===== src/rtl/ifetch_pkg.sv =====
// rtl/ifetch_pkg.sv - shared types and constants for the instruction fetch stage
package ifetch_pkg;

    localparam int IMEM_AW      = 6;
    localparam int INSTR_W      = 16;
    localparam int IFETCH_DEPTH = 2;
    localparam int IFETCH_CNT_W = 2;

    typedef enum logic [1:0] {
        S_IDLE = 2'd0,
        S_RUN  = 2'd1,
        S_HALT = 2'd2
    } ifetch_state_e;

    typedef struct packed {
        logic [INSTR_W-1:0] instr;
        logic [IMEM_AW-1:0] pc;
    } ifetch_entry_t;

endpackage


===== src/rtl/ifetch_fifo.sv =====
// rtl/ifetch_fifo.sv - 2-entry synchronous buffer of fetched {instr, pc} words
//
// Ports:
//   clk_main, reset : clock, asynchronous active-high reset
//   push, push_data : write one entry
//   pop             : retire the head entry
//   clear           : discard all entries (branch flush)
//   head            : head-of-buffer entry
//   count           : number of valid entries (0..2)
module ifetch_fifo
    import ifetch_pkg::*;
(
    input  logic                    clk_main,
    input  logic                    reset,
    input  logic                    push,
    input  ifetch_entry_t           push_data,
    input  logic                    pop,
    input  logic                    clear,
    output ifetch_entry_t           head,
    output logic [IFETCH_CNT_W-1:0] count
);

    ifetch_entry_t mem [IFETCH_DEPTH];
    logic          wr_ptr;
    logic          rd_ptr;
    logic          full;

    assign full = (count == IFETCH_CNT_W'(IFETCH_DEPTH));
    assign head = mem[rd_ptr];

    always_ff @(posedge clk_main or posedge reset) begin
        if (reset) begin
            for (int i = 0; i < IFETCH_DEPTH; i++) begin
                mem[i] <= '0;
            end
            wr_ptr <= 1'b0;
            rd_ptr <= 1'b0;
            count  <= '0;
        end else if (clear) begin
            // Storage is left as is; contents are meaningless once count is 0.
            wr_ptr <= 1'b0;
            rd_ptr <= 1'b0;
            count  <= '0;
        end else begin
            if (push) begin
                mem[wr_ptr] <= push_data;
                wr_ptr      <= wr_ptr + 1'b1;
            end
            if (pop) begin
                rd_ptr <= rd_ptr + 1'b1;
            end
            count <= count + IFETCH_CNT_W'(push) - IFETCH_CNT_W'(pop);
        end
    end

    // The fetch credit rule guarantees a slot for every issued read.
    a_no_overflow: assert property (@(posedge clk_main) disable iff (reset)
        !(push && !pop && !clear && full));

endmodule


===== src/rtl/instr_fetch.sv =====
// rtl/instr_fetch.sv - fetch stage: PC advance control, ROM read, decoder handshake
//
// Optional feature macro: IFETCH_STALL_CNT_EN adds stall_cnt[7:0].
//
// Ports:
//   clk_main, reset   : clock, asynchronous active-high reset
//   pc                : current program counter
//   pc_inc            : fetch issued; control unit selects PC+1 this cycle
//   flush             : taken branch/jump, pc is being reloaded
//   halt_req          : stop issuing new fetches
//   imem_en/imem_addr : synchronous ROM read port, data returns next cycle
//   imem_rdata        : ROM read data
//   instr, instr_pc   : head-of-buffer word and its fetch address
//   instr_valid       : buffer non-empty
//   instr_ready       : decoder accepts the head this cycle
//   stall_cnt         : saturating count of RUN cycles without issue or flush
module instr_fetch
    import ifetch_pkg::*;
(
    input  logic               clk_main,
    input  logic               reset,
    input  logic [IMEM_AW-1:0] pc,
    output logic               pc_inc,
    input  logic               flush,
    input  logic               halt_req,
    output logic               imem_en,
    output logic [IMEM_AW-1:0] imem_addr,
    input  logic [INSTR_W-1:0] imem_rdata,
    output logic [INSTR_W-1:0] instr,
    output logic [IMEM_AW-1:0] instr_pc,
    output logic               instr_valid,
    input  logic               instr_ready
`ifdef IFETCH_STALL_CNT_EN
    ,
    output logic [7:0]         stall_cnt
`endif
);

    ifetch_state_e           state;
    ifetch_state_e           state_nxt;
    logic                    inflight;
    logic [IMEM_AW-1:0]      req_pc;
    logic [IFETCH_CNT_W-1:0] count;
    logic [2:0]              occupancy;
    logic                    pop;
    logic                    push;
    logic                    issue;
    ifetch_entry_t           push_entry;
    ifetch_entry_t           head;

    // State register
    always_ff @(posedge clk_main or posedge reset) begin
        if (reset) begin
            state <= S_IDLE;
        end else begin
            state <= state_nxt;
        end
    end

    // Next state; flush never changes state
    always_comb begin
        state_nxt = state;
        case (state)
            S_IDLE:  state_nxt = S_RUN;
            S_RUN:   if (halt_req)  state_nxt = S_HALT;
            S_HALT:  if (!halt_req) state_nxt = S_RUN;
            default: state_nxt = S_IDLE;
        endcase
    end

    // Slots already promised (buffered + returning), less the one leaving now.
    // pop implies count >= 1, so this never underflows.
    assign occupancy = {1'b0, count} + {2'b00, inflight} - {2'b00, pop};

    // Outputs
    always_comb begin
        issue = 1'b0;
        if (state == S_RUN && !halt_req && !flush && occupancy < 3'd2) begin
            issue = 1'b1;
        end
    end

    assign pc_inc    = issue;
    assign imem_en   = issue;
    assign imem_addr = pc;

    assign pop  = instr_valid & instr_ready;
    // A flush drops the word that is returning from the ROM this cycle.
    assign push = inflight & ~flush;

    always_ff @(posedge clk_main or posedge reset) begin
        if (reset) begin
            inflight <= 1'b0;
            req_pc   <= '0;
        end else begin
            inflight <= issue;
            if (issue) begin
                req_pc <= pc;
            end
        end
    end

    assign push_entry = '{instr: imem_rdata, pc: req_pc};

    ifetch_fifo u_fifo (
        .clk_main  (clk_main),
        .reset     (reset),
        .push      (push),
        .push_data (push_entry),
        .pop       (pop),
        .clear     (flush),
        .head      (head),
        .count     (count)
    );

    assign instr       = head.instr;
    assign instr_pc    = head.pc;
    assign instr_valid = (count != '0);

`ifdef IFETCH_STALL_CNT_EN
    always_ff @(posedge clk_main or posedge reset) begin
        if (reset) begin
            stall_cnt <= '0;
        end else if (state == S_RUN && !issue && !flush && stall_cnt != 8'hFF) begin
            stall_cnt <= stall_cnt + 8'd1;
        end
    end
`endif

endmodule


===== config.mk =====
export PLATFORM = sky130hd
export DESIGN_NAME = instr_fetch
export DESIGN_NICKNAME = d
export VERILOG_FILES = /design/src/rtl/ifetch_pkg.sv /design/src/rtl/ifetch_fifo.sv /design/src/rtl/instr_fetch.sv
export SDC_FILE = /design/constraint.sdc
export NUM_CORES = 1
export LEC_CHECK = 0
export CELL_PAD_IN_SITES_DETAIL_PLACEMENT = 0
export CELL_PAD_IN_SITES_GLOBAL_PLACEMENT = 1
export CORE_MARGIN = 4
export CORE_UTILIZATION = 35
export CTS_BUF_LIST = sky130_fd_sc_hd__clkbuf_8
export CTS_CLUSTER_SIZE = 14
export DETAILED_ROUTE_END_ITERATION = 8
export GPL_TIMING_DRIVEN = 0
export PLACE_DENSITY = 0.73
export RECOVER_POWER = 100
export SLEW_MARGIN = 15
export SYNTH_ARGS = -nofsm -noshare
export SYNTH_HDL_FRONTEND = slang
export SYNTH_SLANG_ARGS = --single-unit

===== constraint.sdc =====
create_clock -name clk_main -period 3.5 [get_ports clk_main]
set_input_delay 0.35 -clock clk_main [delete_from_list [all_inputs] [get_ports clk_main]]
set_output_delay 0.35 -clock clk_main [all_outputs]
set_load 0.01 [all_outputs]

==> flow_metrics.tcl <==
set metrics [dict create \
    fin_crit_ns 3.34 \
    grt_pass1_wl_mm 8.01 \
    hp-class "flop to flop" \
    hold_ws_ns 0.500 \
    drt-vias-per-instance 4.45 \
    multi_input_area_um2 1000 \
    grt_max_degree 58 \
    violations "max-capacitance violations, max-slew violations" \
    clk_pin_slew_worst_paths_ns 0.06 \
    hold_depth 1 \
    cts_max_path_buffers 2 \
    cts.sinks 57 \
    startpoint "instr_ready" \
    r2r-start "u_fifo.count[1]$_DFF_PP0_" \
    fillers 648 \
    syn-cell-area_mm2 0.00256 \
    synth_xor_xnor_area_share_pct 1.71 \
    hpwl_mm 3.34 \
    startpoint_type "primary input" \
    skew_ns 0.00623 \
    vias 1527 \
    required_ns 3.15 \
    coreArea_mm2 0.00694 \
    crit_family "buffers and inverters" \
    rows 30 \
    gp_congestion 0.689 \
    h-tree-depth 3 \
    clock_latency_ns 0.33 \
    worstMarginPinSlew_ns 2.09 \
    slowest_delay_ns 0.49 \
    finalMaxSlewViolations 58 \
    diodes 0 \
    synth_cells 173 \
    grt-ovfl-total 0 \
    synth_seq_cells 57 \
    dp_slack_ns -0.139 \
    syn_area_per_cell_um2 14.8 \
    initial_core_util_pct 36.9 \
    die-area_mm2 0.00875 \
    cp.buffers_inverters 6 \
    ys_warn_count 0 \
    hold_viol 0 \
    arrival_ns 2.99 \
    ir_worst_vdd_mv 0.309 \
    rr_endpoint "req_pc[5]$_DFFE_PP0P_" \
    dr.pass1.iters 3 \
    yosys.area_share.simple_pct 2.64 \
    crit_fanout 7 \
    min_to "u_fifo.mem[19]$_DFFE_PP0P_" \
    setup_violations 0 \
    finalCritPeriodShare_pct 95.5 \
    synth_mux_area_share_pct 32.5 \
    cts_tree "built" \
    maxCapViolations 1 \
    die_h_um 93.6 \
    fin_setup_tns_ns 0 \
    drt-total-wl_mm 4.86 \
    die_x_um 93.6 \
    p_leak_nw 1.60 \
    yosysUniqueCellTypes 23 \
    drive_gt1_share_pct 36.4 \
    synth-compound-area-share_pct 0.781 \
    slew-limit-headroom_pct -39.7 \
    cts-root-buf "clkbuf_8" \
    port_buffers 57 \
    wl_per_cell_um 14.2 \
    fmax_mhz 299 \
    cp_cell_sequence "clkdlybuf4s50_1 > o21a_1 > ha_1 > inv_1 > nand2_1 > fa_1 > nand3b_1 > or4_1 > buf_6 > inv_1 > buf_4 > dlygate4sd2_1" \
    crit_path_end_kind "primary output" \
    seq_area_frac_synth_pct 55.7 \
    io_pins 58 \
    setup_ws_ns 0.157 \
    rsz0062_at_grt "false" \
    grtUsageTotal_pct 12.0 \
    cp_slowest_cell "or4_1" \
    syn_to_final_growth_pct 32.9 \
    synth_nets 204 \
    criticalPathCategory "primary input to primary output" \
    powerDensity_mw_per_mm2 829 \
    antenna_found_initial 0 \
    first_iter_violations 34 \
    synth-adder-area-share_pct 2.25 \
    synth_top_family_by_area "multiplexers" \
    ff2ff_setup_slack_ns 0.87 \
    status "finished with violations" \
    min_from "u_fifo.mem[19]$_DFFE_PP0P_" \
    cp_common_cell "inv_1" \
    ff_latch_area_mm2 0.00143 \
    ant_nets 0 \
    r2r.worst_path.cells 9 \
    drc 0 \
    final_nets 273 \
    cts_buffers 9 \
    grt_pass1_vias 1621 \
]
==> worst max path at each step <==
stage / to / depth (start not counted) / slack (ns)
2_1_floorplan: pc_inc / 10 / 0.72
3_3_place_gp: pc_inc / 12 / -0.12
3_5_place_dp: pc_inc / 12 / -0.14
4_1_cts: pc_inc / 12 / 0.13
5_1_grt: pc_inc / 12 / 0.01
6_report: pc_inc / 12 / 0.16
==> area by class of cell <==
cell class                 count  area share [%]
buffer                        14            2.54
clock buffer                  11            4.45
clock inverter                 5           0.662
inverter                       6           0.662
multi-input combinational     96            29.4
sequential                    57            41.9
tap                           96            3.53
timing repair buffer          58            16.9
==> cell usage in the layout, fill, tap and decap left out, drive strengths merged <==
cell,n
a21o,1
and2,1
and2b,2
buf,9
clkbuf,17
clkdlybuf4s50,24
clkinv,3
dfrtp,57
dlygate4sd2,2
dlygate4sd3,31
fa,1
ha,3
inv,8
mux2,72
nand2,3
nand3b,1
nor2,3
nor2b,1
o21a,1
o21ai,1
or4,1
xnor2,3
xor2,2
==> cell usage after synthesis <==
cell type / n / share of area [%]
a21o_1: 1 / 0.29
and2_1: 1 / 0.24
and2b_2: 2 / 0.68
buf_1: 1 / 0.15
buf_2: 4 / 0.78
buf_4: 7 / 2.1
buf_6: 1 / 0.44
clkbuf_1: 1 / 0.15
dfrtp_1: 57 / 56
fa_1: 1 / 0.78
ha_1: 3 / 1.5
inv_1: 6 / 0.88
mux2_2: 66 / 29
mux2_4: 6 / 3.5
nand2_1: 3 / 0.44
nand3b_1: 1 / 0.29
nor2_1: 3 / 0.44
nor2b_1: 1 / 0.24
o21a_1: 1 / 0.29
o21ai_0: 1 / 0.20
or4_1: 1 / 0.29
xnor2_1: 3 / 1.0
xor2_1: 2 / 0.68
==> kinds of logic (layout without fill, tap and decap cells) <==
kind of cell | Yosys count | in the layout
xor gates and xnor gates | 5 | 5
muxes | 72 | 72
adders and majority gates | 4 | 4
and+or+nand+nor | 12 | 12
buffers and inverters | 20 | 94
AOI/OAI and AO/OA | 3 | 3
DFF | 57 | 57
==> power breakdown <==
group | internal [mW] | total [mW] | switching (mW) | leakage, nW
registers | 0.971 | 1.13 | 0.162 | 0.736
clock network | 0.286 | 0.532 | 0.245 | 0.101
logic | 0.723 | 1.16 | 0.434 | 0.763
total | 1.98 | 2.82 | 0.841 | 1.60
==> routing by layer <==
metal / global-route usage (%) / vias to the layer above / part of all wire (%)
li1: - / 735 / -
met1: 15.2 / 743 / 46
met2: 18.6 / 38 / 48
met3: 2.49 / 11 / 3.4
met4: 7.58 / 0 / 2.7
met5: 0 / - / 0
==> sequential cells by signal, indices dropped and copies added, names as in the netlist <==
register       flops
u_fifo.mem        44
u_fifo.wr_ptr      1
state              2
inflight           1
u_fifo.rd_ptr      1
u_fifo.count       2
req_pc             6
==> stage by stage <==
step                      area (um^2)  util [%]  cells  total power [mW]
after floorplan                  2560         -    173              1.90
after global placement           3250      46.8    326              2.42
after detailed placement         3260      46.9    326              2.44
after CTS                        3430      49.5    343              2.99
after global routing             3400      49.0    343              3.03
final                            3400      49.0    343              2.82
==> what timing repair did <==
item                                    in CTS  in global routing
endpoints found under the setup margin       2                  0
setup buffers                                1                  0
hold buffers                                 0                  0
gates resized for setup                      2                  0
Power figures use the tool's default switching activity.
